--- src/rtl/fetch_pkg.sv ---
// Shared types and decode helpers for the instruction fetch slice.
// Entry fields are FETCH_XLEN wide; fetch_unit's XLEN must match.
package fetch_pkg;

    localparam int unsigned FETCH_XLEN = 32;

    localparam logic [6:0] OPC_JAL    = 7'b1101111;
    localparam logic [6:0] OPC_BRANCH = 7'b1100011;

    typedef struct packed {
        logic [FETCH_XLEN-1:0] pc;
        logic [FETCH_XLEN-1:0] instr;
        logic                  pred;
    } fetch_entry_t;

    // Sign-extended J-type immediate (JAL offset).
    function automatic logic [31:0] j_imm(input logic [31:0] instr);
        return {{12{instr[31]}}, instr[19:12], instr[20], instr[30:21], 1'b0};
    endfunction

    // Sign-extended B-type immediate (conditional branch offset).
    function automatic logic [31:0] b_imm(input logic [31:0] instr);
        return {{20{instr[31]}}, instr[7], instr[30:25], instr[11:8], 1'b0};
    endfunction

endpackage

--- src/rtl/fetch_queue.sv ---
// First-word-fall-through circular queue of fetch entries.
// Flush clears all entries at the next edge and overrides push/pop.
module fetch_queue
    import fetch_pkg::*;
#(
    parameter int unsigned DEPTH   = 4,
    parameter type         entry_t = fetch_entry_t,
    localparam int unsigned PW     = $clog2(DEPTH)
) (
    input  logic          clk,
    input  logic          rst,
    input  logic          flush,
    input  logic          push,
    input  logic          pop,
    input  entry_t        wdata,
    output entry_t        rdata,
    output logic [PW:0]   count,
    output logic          full
);

    entry_t        mem_q [DEPTH];
    logic [PW-1:0] wr_ptr_q, wr_ptr_d;
    logic [PW-1:0] rd_ptr_q, rd_ptr_d;
    logic [PW:0]   count_q, count_d;
    logic          empty;
    logic          do_push;
    logic          do_pop;

    assign empty = (count_q == '0);
    assign full  = (count_q == (PW+1)'(DEPTH));

    // A push into a full queue is only legal when the head leaves the same cycle.
    assign do_pop  = pop && !empty && !flush;
    assign do_push = push && !flush && (!full || do_pop);

    always_comb begin
        wr_ptr_d = wr_ptr_q;
        rd_ptr_d = rd_ptr_q;
        count_d  = count_q;
        if (flush) begin
            wr_ptr_d = '0;
            rd_ptr_d = '0;
            count_d  = '0;
        end else begin
            if (do_push) begin
                wr_ptr_d = wr_ptr_q + 1'b1;
            end
            if (do_pop) begin
                rd_ptr_d = rd_ptr_q + 1'b1;
            end
            count_d = count_q + {{PW{1'b0}}, do_push} - {{PW{1'b0}}, do_pop};
        end
    end

    always_ff @(posedge clk) begin
        if (rst) begin
            wr_ptr_q <= '0;
            rd_ptr_q <= '0;
            count_q  <= '0;
        end else begin
            wr_ptr_q <= wr_ptr_d;
            rd_ptr_q <= rd_ptr_d;
            count_q  <= count_d;
        end
    end

    always_ff @(posedge clk) begin
        if (do_push) begin
            mem_q[wr_ptr_q] <= wdata;
        end
    end

    assign rdata = mem_q[rd_ptr_q];
    assign count = count_q;

    always @(posedge clk) begin
        if (!rst && !flush) begin
            assert (!(push && full && !pop));
            assert (!(pop && empty));
        end
    end

endmodule

--- src/rtl/fetch_unit.sv ---
// Instruction fetch: PC generation, optional static prediction, FWFT fetch queue.
// Define FETCH_PREDICT_EN to enable JAL / backward-branch prediction.
module fetch_unit
    import fetch_pkg::*;
#(
    parameter int unsigned      XLEN         = 32,
    parameter int unsigned      DEPTH        = 4,
    parameter int unsigned      IMEM_AW      = 12,
    parameter logic [XLEN-1:0]  RESET_VECTOR = '0
) (
    input  logic                     clk,
    input  logic                     rst,
    output logic [IMEM_AW-1:0]       imem_addr,
    input  logic [XLEN-1:0]          imem_data,
    input  logic                     redirect_valid,
    input  logic [XLEN-1:0]          redirect_pc,
    output logic                     if_valid,
    input  logic                     if_ready,
    output logic [XLEN-1:0]          if_pc,
    output logic [XLEN-1:0]          if_instr,
    output logic [XLEN-1:0]          if_pc_plus_4,
    output logic                     if_pred_taken,
    output logic [$clog2(DEPTH):0]   occupancy
);

    logic [XLEN-1:0] fetch_pc_q, fetch_pc_d;
    logic [XLEN-1:0] seq_pc;
    logic [XLEN-1:0] next_pc;
    logic [XLEN-1:0] redirect_target;
    logic            pred;
    logic            push;
    logic            pop;
    logic            q_full;
    fetch_entry_t    wentry;
    fetch_entry_t    head;

    assign seq_pc          = fetch_pc_q + XLEN'(4);
    assign redirect_target = redirect_pc & ~XLEN'(3);

`ifdef FETCH_PREDICT_EN
    logic [6:0]      opcode;
    logic            is_jal;
    logic            is_bwd_branch;
    logic [XLEN-1:0] pred_target;

    assign opcode        = imem_data[6:0];
    assign is_jal        = (opcode == OPC_JAL);
    assign is_bwd_branch = (opcode == OPC_BRANCH) && imem_data[31];
    assign pred          = is_jal || is_bwd_branch;
    assign pred_target   = fetch_pc_q + XLEN'(is_jal ? j_imm(imem_data[31:0])
                                                     : b_imm(imem_data[31:0]));
    assign next_pc       = pred ? pred_target : seq_pc;
`else
    assign pred    = 1'b0;
    assign next_pc = seq_pc;
`endif

    assign pop  = if_valid && if_ready && !redirect_valid;
    assign push = !redirect_valid && (!q_full || pop);

    always_comb begin
        fetch_pc_d = fetch_pc_q;
        if (redirect_valid) begin
            fetch_pc_d = redirect_target;
        end else if (push) begin
            fetch_pc_d = next_pc;
        end
    end

    always_ff @(posedge clk) begin
        if (rst) begin
            fetch_pc_q <= RESET_VECTOR;
        end else begin
            fetch_pc_q <= fetch_pc_d;
        end
    end

    assign wentry = '{pc: fetch_pc_q, instr: imem_data, pred: pred};

    fetch_queue #(
        .DEPTH   (DEPTH),
        .entry_t (fetch_entry_t)
    ) u_queue (
        .clk   (clk),
        .rst   (rst),
        .flush (redirect_valid),
        .push  (push),
        .pop   (pop),
        .wdata (wentry),
        .rdata (head),
        .count (occupancy),
        .full  (q_full)
    );

    assign imem_addr     = fetch_pc_q[IMEM_AW+1:2];
    assign if_valid      = (occupancy != '0);
    assign if_pc         = head.pc;
    assign if_instr      = head.instr;
    assign if_pc_plus_4  = head.pc + XLEN'(4);
    // Storage is not reset, so mask the stale pred bit of an empty head.
    assign if_pred_taken = if_valid && head.pred;

endmodule

--- config.mk ---
export PLATFORM = sky130hd
export DESIGN_NAME = fetch_unit
export DESIGN_NICKNAME = d
export VERILOG_FILES = /design/src/rtl/fetch_pkg.sv /design/src/rtl/fetch_queue.sv /design/src/rtl/fetch_unit.sv
export SDC_FILE = /design/constraint.sdc
export NUM_CORES = 1
export LEC_CHECK = 0
export BUFFER_PORTS_ARGS = -buffer_cell sky130_fd_sc_hd__buf_2
export CAP_MARGIN = 30
export CORE_UTILIZATION = 57
export DETAILED_ROUTE_END_ITERATION = 10
export GPL_TIMING_DRIVEN = 0
export PLACE_DENSITY = 0.8
export SETUP_SLACK_MARGIN = 0.02
export SLEW_MARGIN = 20
export SYNTH_ARGS = -nofsm -noshare
export SYNTH_HDL_FRONTEND = slang
export SYNTH_SLANG_ARGS = --single-unit
--- constraint.sdc ---
create_clock -name clk -period 4 [get_ports clk]
set_input_delay 0.2 -clock clk [delete_from_list [all_inputs] [get_ports clk]]
set_output_delay 0.2 -clock clk [all_outputs]
set_load 0.005 [all_outputs]
==> results of run 1 <==
[final timing paths]
| path | from | slack, ps | end |
|---|---|---|---|
| hold / removal | rst | 110 | fetch_pc_q[30]$_SDFFE_PP0P_ |
| hold reg to reg | fetch_pc_q[25]$_SDFFE_PP0P_ | 540 | u_queue.mem_q[1][57]$_DFFE_PP_ |
| setup / recovery | register | 280 | if_pc_plus_4[16] |
| setup reg to reg | u_queue.count[2]$_SDFF_PP0_ | 1180 | fetch_pc_q[9]$_SDFFE_PP0P_ |
[area by class of cell]
cell class,count,area (µm²),share of cell area
Timing Repair Buffer,240,1580,0.109
Clock inverter,15,129,0.00886
Buffer,46,264,0.0182
Sequential cell,287,8230,0.566
Multi-Input combinational cell,330,3140,0.216
Tap cell,265,332,0.0228
Clock buffer,36,792,0.0545
Inverter,20,75.1,0.00516
[sequential cells by signal (all words and copies together), names as in the netlist, named ones only]
name	flops
u_queue.mem_q	248
u_queue.wr_ptr_q	2
u_queue.rd_ptr_q	2
fetch_pc_q	30
u_queue.count	3
[cells in the mapped netlist, drive strengths merged]
library cell	instances
or4	2
o31ai	1
mux2i	3
xnor2	49
nor2	46
nor3	16
edfxtp	248
conb	1
or3	4
o21ai	5
and2	5
a311oi	2
fa	1
or2	2
o21a	2
nand3	19
o2111ai	1
and4	1
inv	20
ha	8
mux4	62
and3	7
a21oi	3
nor2b	1
nor4	10
dfxtp	39
or3b	1
buf	28
o22ai	1
a211oi	23
nand2	25
o211ai	2
nor3b	1
nand4	14
clkbuf	18
xor2	8
[power by group]
| part | switching, mW | internal (mW) |
|---|---|---|
| Combinational | 0.265 | 0.265 |
| Sequential | 0.0726 | 3.38 |
| Clock | 1.05 | 1.52 |
| Total | 1.39 | 5.17 |
[repair_timing]
action                                 in CTS  in global routing
hold buffers                               62                  0
buffers inserted                            0                  0
endpoints found under the hold margin     158                  0
gates resized for setup                     0                  5
setup endpoints to repair                   0                 12
[logic make-up after synthesis]
kind of cell	after synthesis
AOI/OAI and AO/OA	40
xor gates and xnor gates	57
adders and majority gates	9
buffers and inverters	66
DFF	287
muxes	65
other	1
and+or+nand+nor	154
[worst max-delay path, cell delays in order, from the launching register on]
cell and delay [ps]:
sky130_fd_sc_hd__dfxtp_1 330, sky130_fd_sc_hd__clkbuf_1 370, sky130_fd_sc_hd__buf_2 400, sky130_fd_sc_hd__mux4_2 380, sky130_fd_sc_hd__ha_1 220, sky130_fd_sc_hd__nand3_1 430
sky130_fd_sc_hd__nor3_2 410, sky130_fd_sc_hd__nand3_1 140, sky130_fd_sc_hd__xnor2_1 150, sky130_fd_sc_hd__buf_2 130
[per-layer routing]
layer / part of all wire / global-route usage / vias to the layer above
met4: 0.014 / 0.0589 / 0
met1: 0.40 / 0.332 / 3476
met3: 0.078 / 0.0409 / 32
li1: - / - / 3183
met2: 0.51 / 0.425 / 319
met5: 0 / 0 / -
[stage by stage]
stage / std cells / utilization / setup slack (ps) / TNS [ps] / instance area (µm²)
2_1_floorplan: 683 / - / 1190 / 0 / 11700
3_3_place_gp: 1121 / 0.651 / -64.2 / -7100 / 12900
3_5_place_dp: 1126 / 0.656 / 605 / 0 / 13000
4_1_cts: 1239 / 0.734 / 27.2 / 0 / 14500
5_1_grt: 1239 / 0.735 / 8.72 / 0 / 14500
6_report: 1239 / 0.735 / 283 / 0 / 14500
==> out/metrics.csv, run 1 <==
stage,metric,value,unit
status,outcome,completed,
cells_and_area,count of antenna diodes in the layout,0,
timing,timing-limited maximum frequency,0.269,GHz
setup_path,startpoint class of the critical path,register,
timing,Final period util,0.929,
clocking,clock root cell,sky130_fd_sc_hd__clkbuf_16,
timing,number of hold-slack violations in the final timing report,0,
clocking,TritonCTS clock tree,done,
clocking,number of buffers created by CTS,28,
clocking,Worst-path clk slew,60,ps
setup_path,arrival time at the worst endpoint,3520,ps
logic_synthesis,synthesized instance count,679,
place,hpwl dp,16100,µm
pwr,Worst VDD drop,0.375,mV
die,horizontal die dimension,145,µm
pwr,Power Density,451,nW/µm²
cells_and_area,Layout Nets,1030,
cells_and_area,Layout Area Growth over Synthesis,24.7,%
drt,count of vias placed by the detailed router,7010,
setup_path,cells on worst reg2reg path,6,
drt,number of design rule violations left after detail routing,0,
timing,smallest hold slack,107,ps
clocking,number of clock sinks,287,
die,die extent in y,145,µm
timing,Final Setup Violations,0,
setup_path,classification of the worst setup path,register to primary output,
drt,post-detailed-routing wire length,25600,µm
die,Core Rows,51,
die,Die ar.,21000,µm²
place,Port Buf Inserts,173,
timing,setup repair after global routing missed its margin,true,
logic_synthesis,synthesized flop and latch total,287,
global_routing,vias in the first global route,7166,
cells_and_area,fill cell total of the finished layout,1216,
global_routing,wire length of the first global-routing pass,39800,µm
die,initial cell density of the core,0.590,
clocking,clock insertion delay at the later pin of the skew report,540,ps
pwr,leakage power total,5.13,nW
logic_synthesis,"post-synthesis share of cell area spent on full adders, half adders and majority gates",0.0103,
logic_synthesis,Syn Std Cell Area,11700,µm²
timing,clock period minus final worst setup slack,3720,ps
setup_path,data required time of the critical path,3800,ps
logic_synthesis,Post-Syn Area per Cell,17.2,µm²
min_path,Hold Path Cell Cnt,4,
logic_synthesis,Compound-Gate Fraction of Synth Area,0.0242,
logic_synthesis,yosys warns,0,
global_routing,overall overflow remaining after global route,0,
global_routing,largest net degree at the start of global routing,49,
timing,clock skew,12.5,ps
logic_synthesis,simple-gate portion of the synthesized area,0.0657,
drt,post-DR wirelength/cell,20.7,µm
cells_and_area,"commonest cells after routing, fill and taps aside","sky130_fd_sc_hd__edfxtp_1, sky130_fd_sc_hd__buf_2, sky130_fd_sc_hd__mux4_2, sky130_fd_sc_hd__dlygate4sd3_1, sky130_fd_sc_hd__xnor2_1",
global_routing,Total GRT Usage,0.247,
logic_synthesis,fraction of synthesized cell area taken by the top area cell type,0.638,
drt,number of iterations in the first detailed-routing pass,5,
die,Placeable Area,19800,µm²
cells_and_area,"leading cell type in the layout, fill and taps excluded",sky130_fd_sc_hd__edfxtp_1,
timing,Slew headroom,0.444,
logic_synthesis,biggest area consumer among synthesized cells,sky130_fd_sc_hd__edfxtp_1,
pwr,total power consumption of the routed design,6.56,mW
drt,routed via count divided by cell count,5.66,
drt,number of antenna-violating nets in the routed design,0,
run,maxcap violations,0,
setup_path,critical path capture point type,primary output,
logic_synthesis,distinct cell type count of the synthesized netlist,43,
global_routing,antenna violations before repair,0,
timing,Slew Limit Fails,0,
die,number of top-level design ports,181,
logic_synthesis,multiplexer area fraction after synthesis,0.122,
place,routability cong.,0.840,
timing,transition time at the pin with the least slew margin,833,ps
drt,DR iter-0 viols,484,
clocking,Longest Clk Path Bufs,3,
cells_and_area,fraction of layout cells with a size suffix above 1,0.339,
logic_synthesis,combinational family with the most area after synthesis,multiplexers,
logic_synthesis,register area share after synthesis,0.705,
logic_synthesis,Synth area leaders,"sky130_fd_sc_hd__edfxtp_1, sky130_fd_sc_hd__mux4_2, sky130_fd_sc_hd__dfxtp_1",
min_path,type of the most critical hold path,primary input to register,
setup_path,maximum fanout along the worst path,10,
clocking,number of levels the H-tree was split into,1,
logic_synthesis,post-synthesis share of cell area spent on xor and xnor gates,0.0428,
No activity file was read; power rests on OpenSTA's default activity.
==> run 2: changes to the inputs <==
--- a/config.mk
+++ b/config.mk
@@ -7,10 +7,11 @@
 export LEC_CHECK = 0
 export BUFFER_PORTS_ARGS = -buffer_cell sky130_fd_sc_hd__buf_2
 export CAP_MARGIN = 30
-export CORE_UTILIZATION = 57
+export CORE_UTILIZATION = 59
+export CTS_BUF_LIST = sky130_fd_sc_hd__clkbuf_8
 export DETAILED_ROUTE_END_ITERATION = 10
 export GPL_TIMING_DRIVEN = 0
-export PLACE_DENSITY = 0.8
+export PLACE_DENSITY = 0.88
 export SETUP_SLACK_MARGIN = 0.02
 export SLEW_MARGIN = 20
 export SYNTH_ARGS = -nofsm -noshare
==> run 2 against run 1 <==
Critical path depth down 1. Die area down 3.3%. Sequential share of layout area up 0.59 points. Largest cell class unchanged.
==> out/metrics.csv, run 2 (synthesized netlist as in run 1, its figures left out) <==
stage,metric,value,unit,change
status,outcome,completed,,
die,die extent in y,143,µm,-1.7%
global_routing,Total GRT Usage,0.267,,+0.0194
die,Core Rows,51,,unchanged
cells_and_area,max FFs per register,248,,unchanged
global_routing,vias in the first global route,7307,,+2.0%
global_routing,met2 global-route usage,0.454,,+0.0293
setup_path,R2R Path Start,u_queue.count[2]$_SDFF_PP0_,,
clocking,Worst-path clk slew,60,ps,about the same
drt,DR iter-0 viols,450,,-7.0%
timing,number of hold-slack violations in the final timing report,0,,unchanged
global_routing,antenna violations before repair,1,,+1
timing,Slew Limit Fails,0,,unchanged
place,routability cong.,0.826,,-1.7%
timing,clock period minus final worst setup slack,3820,ps,+99.6 ps
min_path,type of the most critical hold path,primary input to register,,
setup_path,cells on worst reg2reg path,6,,unchanged
die,initial cell density of the core,0.601,,+0.0116
setup_path,crit-path max cell delay,660,ps,+230 ps
setup_path,endpoint of the most critical register-to-register path,fetch_pc_q[17]$_SDFFE_PP0P_,,
cells_and_area,final core utilization,0.742,,+0.00683
setup_path,setup slack of the worst register-to-register path,1330,ps,+150 ps
timing,Final Setup Violations,0,,unchanged
setup_path,startpoint class of the critical path,register,,
pwr,Worst VDD drop,0.350,mV,-6.9%
global_routing,met3 demand-to-capacity share in global routing,0.0543,,+0.0134
timing,total negative slack for setup checks,0,ps,unchanged
cells_and_area,final cell count without fillers,1268,,+2.3%
cells_and_area,"commonest cells after routing, fill and taps aside","sky130_fd_sc_hd__edfxtp_1, sky130_fd_sc_hd__buf_2, sky130_fd_sc_hd__mux4_2",,
drt,number of antenna-violating nets in the routed design,0,,unchanged
drt,count of vias placed by the detailed router,7227,,+3.1%
setup_path,data required time of the critical path,3800,ps,about the same
drt,post-detailed-routing wire length,26200,µm,+2.2%
die,Die ar.,20300,µm²,-3.3%
setup_path,classification of the worst setup path,register to primary output,,
pwr,leakage power total,5.11,nW,-0.26%
setup_path,cell-by-cell trace of the critical path,"clkbuf_1, buf_2, mux4_2, nand4_1, nor3_1, nand4_1, xnor2_1, buf_2",,
clocking,clock root cell,sky130_fd_sc_hd__clkbuf_8,,
timing,Final period util,0.954,,+0.0249
cells_and_area,cell area after layout,14400,µm²,-1.0%
place,Post-Place Cells,1126,,unchanged
clocking,number of clock sinks,287,,unchanged
setup_path,top cell family by delay on the critical path,simple AND/OR/NAND/NOR gates,,
clocking,TritonCTS clock tree,done,,
drt,post-DR wirelength/cell,20.7,µm,-0.11%
clocking,number of buffers created by CTS,45,,+61%
setup_path,maximum fanout along the worst path,10,,unchanged
drt,number of design rule violations left after detail routing,0,,unchanged
cells_and_area,fill cell total of the finished layout,1172,,-3.6%
drt,routed via count divided by cell count,5.70,,+0.74%
timing,Slew headroom,0.485,,+0.0409
setup_path,buffers plus inverters on the worst setup path,3,,unchanged
clocking,clock insertion delay at the later pin of the skew report,540,ps,about the same
setup_path,count of cell instances traversed by the critical path,8,,-1
setup_path,Slowest cell on crit path,sky130_fd_sc_hd__nor3_1,,
die,horizontal die dimension,143,µm,-1.7%
die,Placeable Area,19400,µm²,-1.9%
clocking,number of levels the H-tree was split into,2,,+1
run,maxcap violations,0,,unchanged
timing,clock skew,14.9,ps,+2.37 ps
global_routing,met1 track demand over resource in global routing,0.335,,+0.00288
place,Port Buf Inserts,173,,unchanged
global_routing,largest net degree at the start of global routing,51,,+4.1%
drt,number of iterations in the first detailed-routing pass,7,,+2
clocking,Longest Clk Path Bufs,3,,unchanged
global_routing,busiest layer in global routing,met2,,
clocking,Post-CTS Setup Bufs,0,,unchanged
pwr,Power Density,425,nW/µm²,-5.6%
global_routing,overall overflow remaining after global route,0,,unchanged
setup_path,last element of the critical path,if_pc_plus_4[17],,
cells_and_area,Reg with most FFs,u_queue.mem_q,,
die,number of top-level design ports,181,,unchanged
setup_path,critical path capture point type,primary output,,
timing,transition time at the pin with the least slew margin,772,ps,-61.4 ps
cells_and_area,Layout Area Growth over Synthesis,23.4,%,
timing,timing-limited maximum frequency,0.262,GHz,-2.6%
cells_and_area,"leading cell type in the layout, fill and taps excluded",sky130_fd_sc_hd__edfxtp_1,,
place,hpwl dp,16400,µm,+1.6%
cells_and_area,fraction of layout cells with a size suffix above 1,0.335,,-0.00348
cells_and_area,Layout Nets,1044,,+1.4%
place,Post-DP Area,13000,µm²,+0.17%
global_routing,wire length of the first global-routing pass,39800,µm,about the same
timing,setup repair after global routing missed its margin,true,,
setup_path,arrival time at the worst endpoint,3620,ps,+100 ps
## run 2: cell types whose count changed in the layout (fill, tap and decap cells not counted), moves of 12 or more
cell	delta
sky130_fd_sc_hd__clkbuf_16	-29
sky130_fd_sc_hd__clkbuf_8	+43
sky130_fd_sc_hd__inv_1	+12
sky130_fd_sc_hd__clkinv_1	+14
## run 2: cell type report
class	count	area (µm²)	share of cell area
multi-input combinational	330	3130	0.218
antenna	1	2.50	0.000174
timing repair buffer	237	1570	0.109
clock buffer	47	647	0.0449
sequential	287	8230	0.572
tap	265	332	0.0230
clock inverter	35	143	0.00991
inverter	20	75.1	0.00522
buffer	46	264	0.0183
## run 2: worst min-delay path, delay by kind of cell
kind / cells / cell delay, ps
buffers and inverters: 1 / 100
AOI/OAI and AO/OA: 1 / 80
and+or+nand+nor: 1 / 160
## run 2: worst min-delay path by stage
stage | start | end | slack, ps | depth (start not counted)
floorplan | imem_data[0] | u_queue.mem_q[0][0]$_DFFE_PP_ | 300 | 0
global placement | imem_data[2] | u_queue.mem_q[2][2]$_DFFE_PP_ | 410 | 1
detailed placement | imem_data[13] | u_queue.mem_q[1][13]$_DFFE_PP_ | 420 | 1
CTS | redirect_pc[17] | fetch_pc_q[17]$_SDFFE_PP0P_ | 1 | 3
global route | redirect_pc[17] | fetch_pc_q[17]$_SDFFE_PP0P_ | 20 | 3
finish | redirect_pc[17] | fetch_pc_q[17]$_SDFFE_PP0P_ | 50 | 3
## run 2: timing repair
item                                   in CTS  in global routing
hold buffers                               59                  0
gates resized for setup                     0                  2
endpoints found under the hold margin     155                  0
setup endpoints to repair                   0                 12
## run 2: where the power goes
| group | switching (mW) | internal [mW] | total [mW] |
|---|---|---|---|
| Combinational | 0.270 | 0.265 | 0.535 |
| Clock | 1.05 | 1.09 | 2.13 |
| Sequential | 0.0723 | 3.38 | 3.45 |
| Total | 1.39 | 4.73 | 6.12 |
## run 2: layer usage
metal,routed length (µm),part of all wire
met1,10000,0.38
met2,13400,0.51
met3,1970,0.075
met4,794,0.030
met5,0,0
## run 2: stage by stage
step                hold slack [ps]  power, mW  setup slack (ps)
floorplan                       299       3.75              1190
detailed placement              419       3.99               623
CTS                            1.03       6.15              32.4
global route                   16.9       6.36             -34.1
finish                         52.8       6.12               184
global placement                413       3.97              21.1
